**src/rtl/axis_red_pitaya_adc_capture_if.sv**
```systemverilog
// AXI4-Stream bus bundle (tdata/tvalid/tready) shared by the capture core and its consumer.
//   master: drives tdata/tvalid, samples tready
//   slave : samples tdata/tvalid, drives tready
interface axis_if #(
  parameter int unsigned TDATA_WIDTH = 32
) ();
  logic [TDATA_WIDTH-1:0] tdata;
  logic                   tvalid;
  logic                   tready;

  modport master (output tdata, output tvalid, input tready);
  modport slave  (input tdata, input tvalid, output tready);
endinterface

```
**src/rtl/axis_red_pitaya_adc_capture.sv**
```systemverilog
// Red Pitaya ADC receive path: registers both ADC channels, converts offset-binary
// to two's complement, box-car averages over 2^N samples and presents each result
// on a single-entry AXI4-Stream output register. Results arriving while the output
// is stalled are dropped and counted; sampling never stalls.
// Ports:
//   aclk, areset         ADC sample clock, synchronous active-high reset
//   adc_dat_a/b          raw offset-binary samples, channel A/B
//   adc_csn              ADC chip select, tied high
//   cfg_dec_log2         averaging exponent N, latched at each block start
//   m_axis               stream master: [HALF-1:0] channel A, [2*HALF-1:HALF] channel B
//   sts_overflow         sticky flag, at least one result dropped
//   sts_drop_cnt         saturating count of dropped results
module axis_red_pitaya_adc_capture #(
  parameter int unsigned ADC_DATA_WIDTH   = 14,
  parameter int unsigned AXIS_TDATA_WIDTH = 32,
  parameter int unsigned DEC_LOG2_WIDTH   = 3,
  parameter int unsigned DROP_CNT_WIDTH   = 16
) (
  input  logic                      aclk,
  input  logic                      areset,
  input  logic [ADC_DATA_WIDTH-1:0] adc_dat_a,
  input  logic [ADC_DATA_WIDTH-1:0] adc_dat_b,
  output logic                      adc_csn,
  input  logic [DEC_LOG2_WIDTH-1:0] cfg_dec_log2,
  axis_if.master                    m_axis,
  output logic                      sts_overflow,
  output logic [DROP_CNT_WIDTH-1:0] sts_drop_cnt
);

  localparam int unsigned HALF_W = AXIS_TDATA_WIDTH / 2;
  localparam int unsigned EXT_W  = HALF_W - ADC_DATA_WIDTH;
  localparam int unsigned CNT_W  = (2 ** DEC_LOG2_WIDTH) - 1;
  localparam int unsigned ACC_W  = ADC_DATA_WIDTH + CNT_W;

  logic [ADC_DATA_WIDTH-1:0]   dat_a_q, dat_b_q;
  logic                        s1_vld_q;
  logic [CNT_W-1:0]            cnt_q;
  logic [DEC_LOG2_WIDTH-1:0]   n_lat_q;
  logic signed [ACC_W-1:0]     acc_a_q, acc_b_q;
  logic [AXIS_TDATA_WIDTH-1:0] tdata_q;
  logic                        tvalid_q;
  logic                        ovf_q;
  logic [DROP_CNT_WIDTH-1:0]   drop_q;

  logic signed [ADC_DATA_WIDTH-1:0] conv_a, conv_b;
  logic signed [ACC_W-1:0]          base_a, base_b, sum_a, sum_b;
  logic signed [ADC_DATA_WIDTH-1:0] res_a, res_b;
  logic [DEC_LOG2_WIDTH-1:0]        n_eff;
  logic [CNT_W:0]                   last_idx;
  logic                             blk_start, blk_last, new_res;
  logic [AXIS_TDATA_WIDTH-1:0]      res_word;

  assign adc_csn = 1'b1;

  // Conversion, block accumulation and end-of-block result.
  always_comb begin
    conv_a    = {dat_a_q[ADC_DATA_WIDTH-1], ~dat_a_q[ADC_DATA_WIDTH-2:0]};
    conv_b    = {dat_b_q[ADC_DATA_WIDTH-1], ~dat_b_q[ADC_DATA_WIDTH-2:0]};
    blk_start = (cnt_q == '0);
    // The first sample of a block already uses the freshly sampled exponent.
    n_eff     = blk_start ? cfg_dec_log2 : n_lat_q;
    last_idx  = ((CNT_W+1)'(1) << n_eff) - (CNT_W+1)'(1);
    blk_last  = ({1'b0, cnt_q} == last_idx);
    new_res   = s1_vld_q && blk_last;
    base_a    = '0;
    base_b    = '0;
    if (!blk_start) begin
      base_a = acc_a_q;
      base_b = acc_b_q;
    end
    sum_a    = base_a + {{CNT_W{conv_a[ADC_DATA_WIDTH-1]}}, conv_a};
    sum_b    = base_b + {{CNT_W{conv_b[ADC_DATA_WIDTH-1]}}, conv_b};
    res_a    = ADC_DATA_WIDTH'(sum_a >>> n_eff);
    res_b    = ADC_DATA_WIDTH'(sum_b >>> n_eff);
    res_word = {{EXT_W{res_b[ADC_DATA_WIDTH-1]}}, res_b,
                {EXT_W{res_a[ADC_DATA_WIDTH-1]}}, res_a};
  end

  // Stage-1 capture, accumulator state and single-entry output register.
  always_ff @(posedge aclk) begin
    if (areset) begin
      dat_a_q  <= '0;
      dat_b_q  <= '0;
      s1_vld_q <= 1'b0;
      cnt_q    <= '0;
      n_lat_q  <= '0;
      acc_a_q  <= '0;
      acc_b_q  <= '0;
      tdata_q  <= '0;
      tvalid_q <= 1'b0;
      ovf_q    <= 1'b0;
      drop_q   <= '0;
    end else begin
      dat_a_q  <= adc_dat_a;
      dat_b_q  <= adc_dat_b;
      // Stage 1 holds only the reset value on the first edge after reset.
      s1_vld_q <= 1'b1;
      if (s1_vld_q) begin
        if (blk_start) n_lat_q <= cfg_dec_log2;
        acc_a_q <= sum_a;
        acc_b_q <= sum_b;
        cnt_q   <= blk_last ? '0 : cnt_q + CNT_W'(1);
      end
      if (new_res) begin
        if (!tvalid_q || m_axis.tready) begin
          tdata_q  <= res_word;
          tvalid_q <= 1'b1;
        end else begin
          ovf_q <= 1'b1;
          if (drop_q != '1) drop_q <= drop_q + DROP_CNT_WIDTH'(1);
        end
      end else if (tvalid_q && m_axis.tready) begin
        tvalid_q <= 1'b0;
      end
    end
  end

  assign m_axis.tdata  = tdata_q;
  assign m_axis.tvalid = tvalid_q;
  assign sts_overflow  = ovf_q;
  assign sts_drop_cnt  = drop_q;

endmodule

```
**src/flat_wrapper.sv**
```systemverilog
// flat-port wrapper written by rule: the top's interface ports become plain ports
module axis_red_pitaya_adc_capture_flat 
#(
  parameter int unsigned ADC_DATA_WIDTH   = 14,
  parameter int unsigned AXIS_TDATA_WIDTH = 32,
  parameter int unsigned DEC_LOG2_WIDTH   = 3,
  parameter int unsigned DROP_CNT_WIDTH   = 16
)
  (aclk, areset, adc_dat_a, adc_dat_b, adc_csn, cfg_dec_log2, sts_overflow, sts_drop_cnt, m_axis_tdata, m_axis_tvalid, m_axis_tready);
  axis_if #(.TDATA_WIDTH(32)) m_axis_i ();
  input  logic aclk;
  input  logic areset;
  input  logic [ADC_DATA_WIDTH-1:0] adc_dat_a;
  input  logic [ADC_DATA_WIDTH-1:0] adc_dat_b;
  output logic adc_csn;
  input  logic [DEC_LOG2_WIDTH-1:0] cfg_dec_log2;
  output logic sts_overflow;
  output logic [DROP_CNT_WIDTH-1:0] sts_drop_cnt;
  output wire logic [$bits(m_axis_i.tdata)-1:0] m_axis_tdata;
  output wire logic [$bits(m_axis_i.tvalid)-1:0] m_axis_tvalid;
  input wire logic [$bits(m_axis_i.tready)-1:0] m_axis_tready;
  assign m_axis_tdata = m_axis_i.tdata;
  assign m_axis_tvalid = m_axis_i.tvalid;
  assign m_axis_i.tready = m_axis_tready;
  axis_red_pitaya_adc_capture #(.ADC_DATA_WIDTH(ADC_DATA_WIDTH), .AXIS_TDATA_WIDTH(AXIS_TDATA_WIDTH), .DEC_LOG2_WIDTH(DEC_LOG2_WIDTH), .DROP_CNT_WIDTH(DROP_CNT_WIDTH)) u_core (.aclk(aclk), .areset(areset), .adc_dat_a(adc_dat_a), .adc_dat_b(adc_dat_b), .adc_csn(adc_csn), .cfg_dec_log2(cfg_dec_log2), .m_axis(m_axis_i), .sts_overflow(sts_overflow), .sts_drop_cnt(sts_drop_cnt));
endmodule
```
**config.mk**
```make
export PLATFORM = sky130hd
export DESIGN_NAME = axis_red_pitaya_adc_capture_flat
export DESIGN_NICKNAME = d
export VERILOG_FILES = /design/src/rtl/axis_red_pitaya_adc_capture_if.sv /design/src/rtl/axis_red_pitaya_adc_capture.sv /design/src/flat_wrapper.sv
export SDC_FILE = /design/constraint.sdc
export NUM_CORES = 1
export LEC_CHECK = 0
export BUFFER_PORTS_ARGS = -buffer_cell sky130_fd_sc_hd__buf_2
export CORE_ASPECT_RATIO = 1.75
export CORE_UTILIZATION = 60
export DETAILED_ROUTE_END_ITERATION = 10
export GPL_TIMING_DRIVEN = 0
export PLACE_DENSITY = 0.91
export SKIP_CTS_REPAIR_TIMING = 1
export SLEW_MARGIN = 20
export SYNTH_ARGS = -nofsm -noshare
export SYNTH_HDL_FRONTEND = slang
export SYNTH_SLANG_ARGS = --single-unit
```
**constraint.sdc**
```tcl
create_clock -name aclk -period 11.25 [get_ports aclk]
set_clock_uncertainty 0.2 [all_clocks]
set_input_delay 2.25 -clock aclk [delete_from_list [all_inputs] [get_ports aclk]]
set_output_delay 2.25 -clock aclk [all_outputs]
set_load 0.02 [all_outputs]
```
==> results.md <==
- The initial antenna violation count is 0.
- The effective utilization at floorplan is 0.6141.
- In this run the vertical extent of the chip is 162.4 microns.
- Yosys printed 0 warnings.
- Of all nets on the critical path, the largest fanout is 10.
- Once detail routing completed, the nets flagged for antenna violations numbered 0.
- Summing all placed instances gives a cell area of 9459 sq um.
- Counting every instance in the synthesized netlist gives 1131.
- The total clock buffers created by CTS is 17.
- The finished layout holds 1425 standard cells, fillers aside.
- The synthesized-area fraction occupied by ao, oa, aoi and oai cells came to 0.2375.
- The maximum count of clock buffers along a single path is 2.
- For this run, the detailed router's first-pass iteration total came to 6.
- The worst hold path belongs to the class reg2reg.
- The number of cells on the worst reg-to-reg path is 21.
- The main combinational cell family by area after synthesis is simple AND/OR/NAND/NOR gates.
- The row count is 58.
- The largest vdd supply drop is 0.1159 mV.
- Of the total synthesized cell area, the portion taken by XOR and XNOR cells is 0.04765.
- In this run the number of H-tree levels came out at 4.
- The layout cell share with drive strength beyond 1 is 0.1221.
- CTS saw 127 sinks.
- The number of hold violations in the final report is 0.
- The worst hold path passes through 2 cells.
- The total nets after synthesis is 1211.
- Cell internal power was estimated by the tool at 1.030 mW.
- The overall die area is 15210 sq um.
- The wire length reported by the detailed router is 27.73 mm.
- The number of global-route vias before repair came to 8915.
- The total of flip-flops plus latches after synthesis is 127.
- The finished cells cover 10040 sq um.
- At the worst endpoint, the arrival time is 6.88 ns.
- The repair_antennas step left the layout with diodes totalling 0.
- Of the total synthesized cell area, the portion taken by full adders, half adders and majority gates is 0.06693.
- After detailed routing, the number of remaining DRC violations is 0.
- Setup violations remaining at the end of the flow were counted as 0.
- The storage element area is 2542 sq um.
- The post-synthesis sequential area ratio is 0.2881.
- The worst-case hold slack is 0.2691 ns.
- Entering global routing, the biggest net connects 17 pins.
- The violation count after the first detailed-routing iteration is 1033.
- After filler insertion, the fill cell instance count of the layout stands at 1172.
- Across every metal layer, demand over resource in global routing totals 0.3738.
- The clock transition at the registers of the reported paths is 0.06 ns.
- The area growth from synthesis to layout is 13.83%.
- For this run, the post-layout net count is 1312.
- Headroom to the max-slew limit came out at 0.3805.
- The count of input and output buffers is 82.
- For this design the top-level I/O count stands at 85.
- The share of total power dissipated in combinational logic is 0.379.
- From left edge to right edge, the die measures 93.67 microns.
- Setup total negative slack on the finished layout was measured at 0 ns.
- In this run, placement finished with an instance count of 1393.
- The fraction of the cycle the final worst path needs is 0.6034.
- The sequential fraction of design power is 0.300.
- For this run, the share of the core covered by cells in the final layout is 0.6990.
- For the pin with the worst max-slew slack, the measured transition is 0.9293 ns.
- The category of the worst setup path launch point is an input port.
- By startpoint and endpoint, the worst setup path is classified as in2reg.
- After synthesis, the share of flip-flops with an asynchronous set or reset is 0.
- The half-perimeter wire length after placement is 20.65 mm.
- The clock latency reported for the late side of the worst-skew pair is 0.42 ns.
- The clock tree from TritonCTS is yes.
- For this design the total switching power over the nets is 0.6529 mW.
- CTS placed an instance of sky130_fd_sc_hd__clkbuf_16 at the clock tree root.
- At the end of routability-driven placement, the weighted congestion stood at 1.019.
- The average instance in the mapped netlist occupies 7.801 sq um.
- The area of the placeable core is 14370 sq um.
- The run finished with clean final reports.
- Across the run, the number of max-cap violations was 0.
- The shortest clock period the worst path allows after layout is 6.788 ns.
- The mux cell area share after synthesis is 0.06296.
- In the synthesized netlist the dominant register cell turns out to be sky130_fd_sc_hd__dfxtp_1.
- The fmax is 147.3 MHz.
- The netlist uses 78 different library cells.
- In this run the cell area of the synthesized design comes to 8823 sq um.
- The share of total power dissipated in the clock network is 0.321.
- The combined area of the multi-input logic cells is 5797 sq um.
- Setup repair after global routing left no endpoint under its margin.
- The cell leakage power is 4.374 nW.
- Of the total power, the share spent switching nets is 0.3880.
- The count of final max-slew check failures is 0.
- The average wire length per cell after detail routing is 19.46 microns.
- STA classifies the critical path endpoint as a flop.
- Of the total synthesized cell area, the portion taken by AND, OR, NAND and NOR gates is 0.2399.
- Dividing the detail-routed via count by the number of cells gives 6.486.
- The number of flops mapped to enable cells by yosys is 0.
- The first global-routing pass estimated 43.75 mm of wire.
- The critical path data required time is 11.34 ns.
- After global routing the overflow that remains totals 0.
- For this design the ratio of total power to cell area is 167.6 nW/um^2.
- The final route contains 9243 vias.
==> critical path: stages <==
cell and delay (ns):
sky130_fd_sc_hd__buf_2 0.14, sky130_fd_sc_hd__inv_1 0.08, sky130_fd_sc_hd__nor3_1 0.30, sky130_fd_sc_hd__a21oi_1 0.22, sky130_fd_sc_hd__buf_2 0.31, sky130_fd_sc_hd__nor2_1 0.47, sky130_fd_sc_hd__nand2_1 0.12, sky130_fd_sc_hd__ha_1 0.20
sky130_fd_sc_hd__clkbuf_1 0.20, sky130_fd_sc_hd__xnor2_1 0.17, sky130_fd_sc_hd__o211ai_1 0.12, sky130_fd_sc_hd__a22oi_1 0.12, sky130_fd_sc_hd__or3_4 0.39, sky130_fd_sc_hd__a211oi_2 0.61, sky130_fd_sc_hd__buf_4 0.33, sky130_fd_sc_hd__nand3_2 0.15
sky130_fd_sc_hd__buf_2 0.27, sky130_fd_sc_hd__a211oi_1 0.32, sky130_fd_sc_hd__nor3_1 0.07
==> cell usage after synthesis (7+ instances only) <==
master	instances	area, sq um
sky130_fd_sc_hd__dfxtp_1	127	2542
sky130_fd_sc_hd__nor2_1	120	450.4
sky130_fd_sc_hd__nand2_1	95	356.6
sky130_fd_sc_hd__a21oi_1	89	445.4
sky130_fd_sc_hd__and2_1	51	319.1
sky130_fd_sc_hd__inv_1	50	187.7
sky130_fd_sc_hd__clkbuf_1	48	180.2
sky130_fd_sc_hd__ha_1	44	550.5
sky130_fd_sc_hd__mux2i_1	42	420.4
sky130_fd_sc_hd__o21ai_0	42	210.2
sky130_fd_sc_hd__nor2b_1	32	200.2
sky130_fd_sc_hd__xnor2_1	30	262.8
sky130_fd_sc_hd__a211oi_1	26	195.2
sky130_fd_sc_hd__nand3_1	23	115.1
sky130_fd_sc_hd__nor3_1	23	115.1
sky130_fd_sc_hd__o211ai_1	23	172.7
sky130_fd_sc_hd__a31oi_1	18	112.6
sky130_fd_sc_hd__and3_1	18	112.6
sky130_fd_sc_hd__xor2_1	18	157.7
sky130_fd_sc_hd__a21o_1	17	127.6
sky130_fd_sc_hd__o21ai_1	17	85.08
sky130_fd_sc_hd__buf_2	11	55.05
sky130_fd_sc_hd__nand2b_1	11	68.82
sky130_fd_sc_hd__or3_1	11	68.82
sky130_fd_sc_hd__nand4_1	10	62.56
sky130_fd_sc_hd__a311o_1	7	70.07
sky130_fd_sc_hd__a311oi_1	7	61.31
==> cell type report <==
| type | instances | share of cell area |
|---|---|---|
| Multi-Input combinational cell | 883 | 0.5772 |
| Sequential cell | 127 | 0.2531 |
| Clock buffer | 19 | 0.04410 |
| Timing Repair Buffer | 82 | 0.04086 |
| Buffer | 70 | 0.03052 |
| Tap cell | 180 | 0.02242 |
| Inverter | 51 | 0.01906 |
| Clock inverter | 13 | 0.01271 |
==> worst paths after layout <==
path,from,endpoint,slack [ns]
min reg2reg,u_core.acc_b_q[12],u_core.acc_b_q[12],0.27
max reg2reg,u_core.cnt_q[0],u_core.m_axis.tdata[18],5.04
max,cfg_dec_log2[0],u_core.m_axis.tdata[18],4.46
min,u_core.acc_b_q[12],u_core.acc_b_q[12],0.27
==> per-stage QoR <==
| stage | worst slack (ns) | power (mW) |
|---|---|---|
| global placement | 4.238 | 1.110 |
| finish | 4.462 | 1.683 |
| detailed placement | 4.232 | 1.122 |
| floorplan | 5.691 | 0.9629 |
| global route | 4.272 | 1.751 |
| CTS | 4.654 | 1.657 |
==> logic make-up (layout without fill, tap and decap cells) <==
logic type	count (synthesis)	count (layout)
simple gates	423	423
compound gates	317	317
flops	127	127
buf+inv	121	235
xor+xnor	48	48
mux	48	48
fa+ha+maj	46	46
other cells	1	1
==> sequential cells by signal, summed over array words and instances, names as in the netlist <==
name	cells
u_core.acc_a_q	21
u_core.acc_b_q	21
u_core.cnt_q	7
u_core.dat_a_q	14
u_core.dat_b_q	14
u_core.m_axis.tdata	28
u_core.m_axis.tvalid	1
u_core.n_lat_q	3
u_core.s1_vld_q	1
u_core.sts_drop_cnt	16
u_core.sts_overflow	1
==> power by group through the flow <==
stage / combinational [mW] / clock, mW / sequential [mW]
after global placement: 0.599 / 0 / 0.511
after global routing: 0.682 / 0.560 / 0.508
after floorplan: 0.448 / 0 / 0.515
after CTS: 0.616 / 0.537 / 0.504
after detailed placement: 0.609 / 0 / 0.513
final: 0.637 / 0.540 / 0.505
==> cells in the final DEF, fill, tap and decap left out, types with 7 or more instances in the layout <==
cell / synthesis / routed
sky130_fd_sc_hd__a211oi_1: 26 / 26
sky130_fd_sc_hd__a21o_1: 17 / 17
sky130_fd_sc_hd__a21oi_1: 89 / 89
sky130_fd_sc_hd__a311o_1: 7 / 7
sky130_fd_sc_hd__a31oi_1: 18 / 18
sky130_fd_sc_hd__and2_1: 51 / 51
sky130_fd_sc_hd__and3_1: 18 / 18
sky130_fd_sc_hd__buf_2: 11 / 93
sky130_fd_sc_hd__clkbuf_1: 48 / 49
sky130_fd_sc_hd__clkbuf_16: 0 / 17
sky130_fd_sc_hd__dfxtp_1: 127 / 127
sky130_fd_sc_hd__ha_1: 44 / 44
sky130_fd_sc_hd__inv_1: 50 / 50
sky130_fd_sc_hd__mux2i_1: 42 / 42
sky130_fd_sc_hd__nand2_1: 95 / 95
sky130_fd_sc_hd__nand2b_1: 11 / 11
sky130_fd_sc_hd__nand3_1: 23 / 23
sky130_fd_sc_hd__nand4_1: 10 / 10
sky130_fd_sc_hd__nor2_1: 120 / 120
sky130_fd_sc_hd__nor2b_1: 32 / 32
sky130_fd_sc_hd__nor3_1: 23 / 23
sky130_fd_sc_hd__o211ai_1: 23 / 23
sky130_fd_sc_hd__o21ai_0: 42 / 42
sky130_fd_sc_hd__o21ai_1: 17 / 17
sky130_fd_sc_hd__or3_1: 11 / 11
sky130_fd_sc_hd__xnor2_1: 30 / 30
sky130_fd_sc_hd__xor2_1: 18 / 18
==> per-layer routing <==
| layer | global-route usage | up-vias | share of wire |
|---|---|---|---|
| met5 | 0 | - | 0 |
| met4 | 0.2706 | 0 | 0.074 |
| met1 | 0.3882 | 4289 | 0.35 |
| li1 | - | 4286 | - |
| met3 | 0.07516 | 167 | 0.075 |
| met2 | 0.6564 | 501 | 0.50 |
Power figures use the tool's default switching activity.
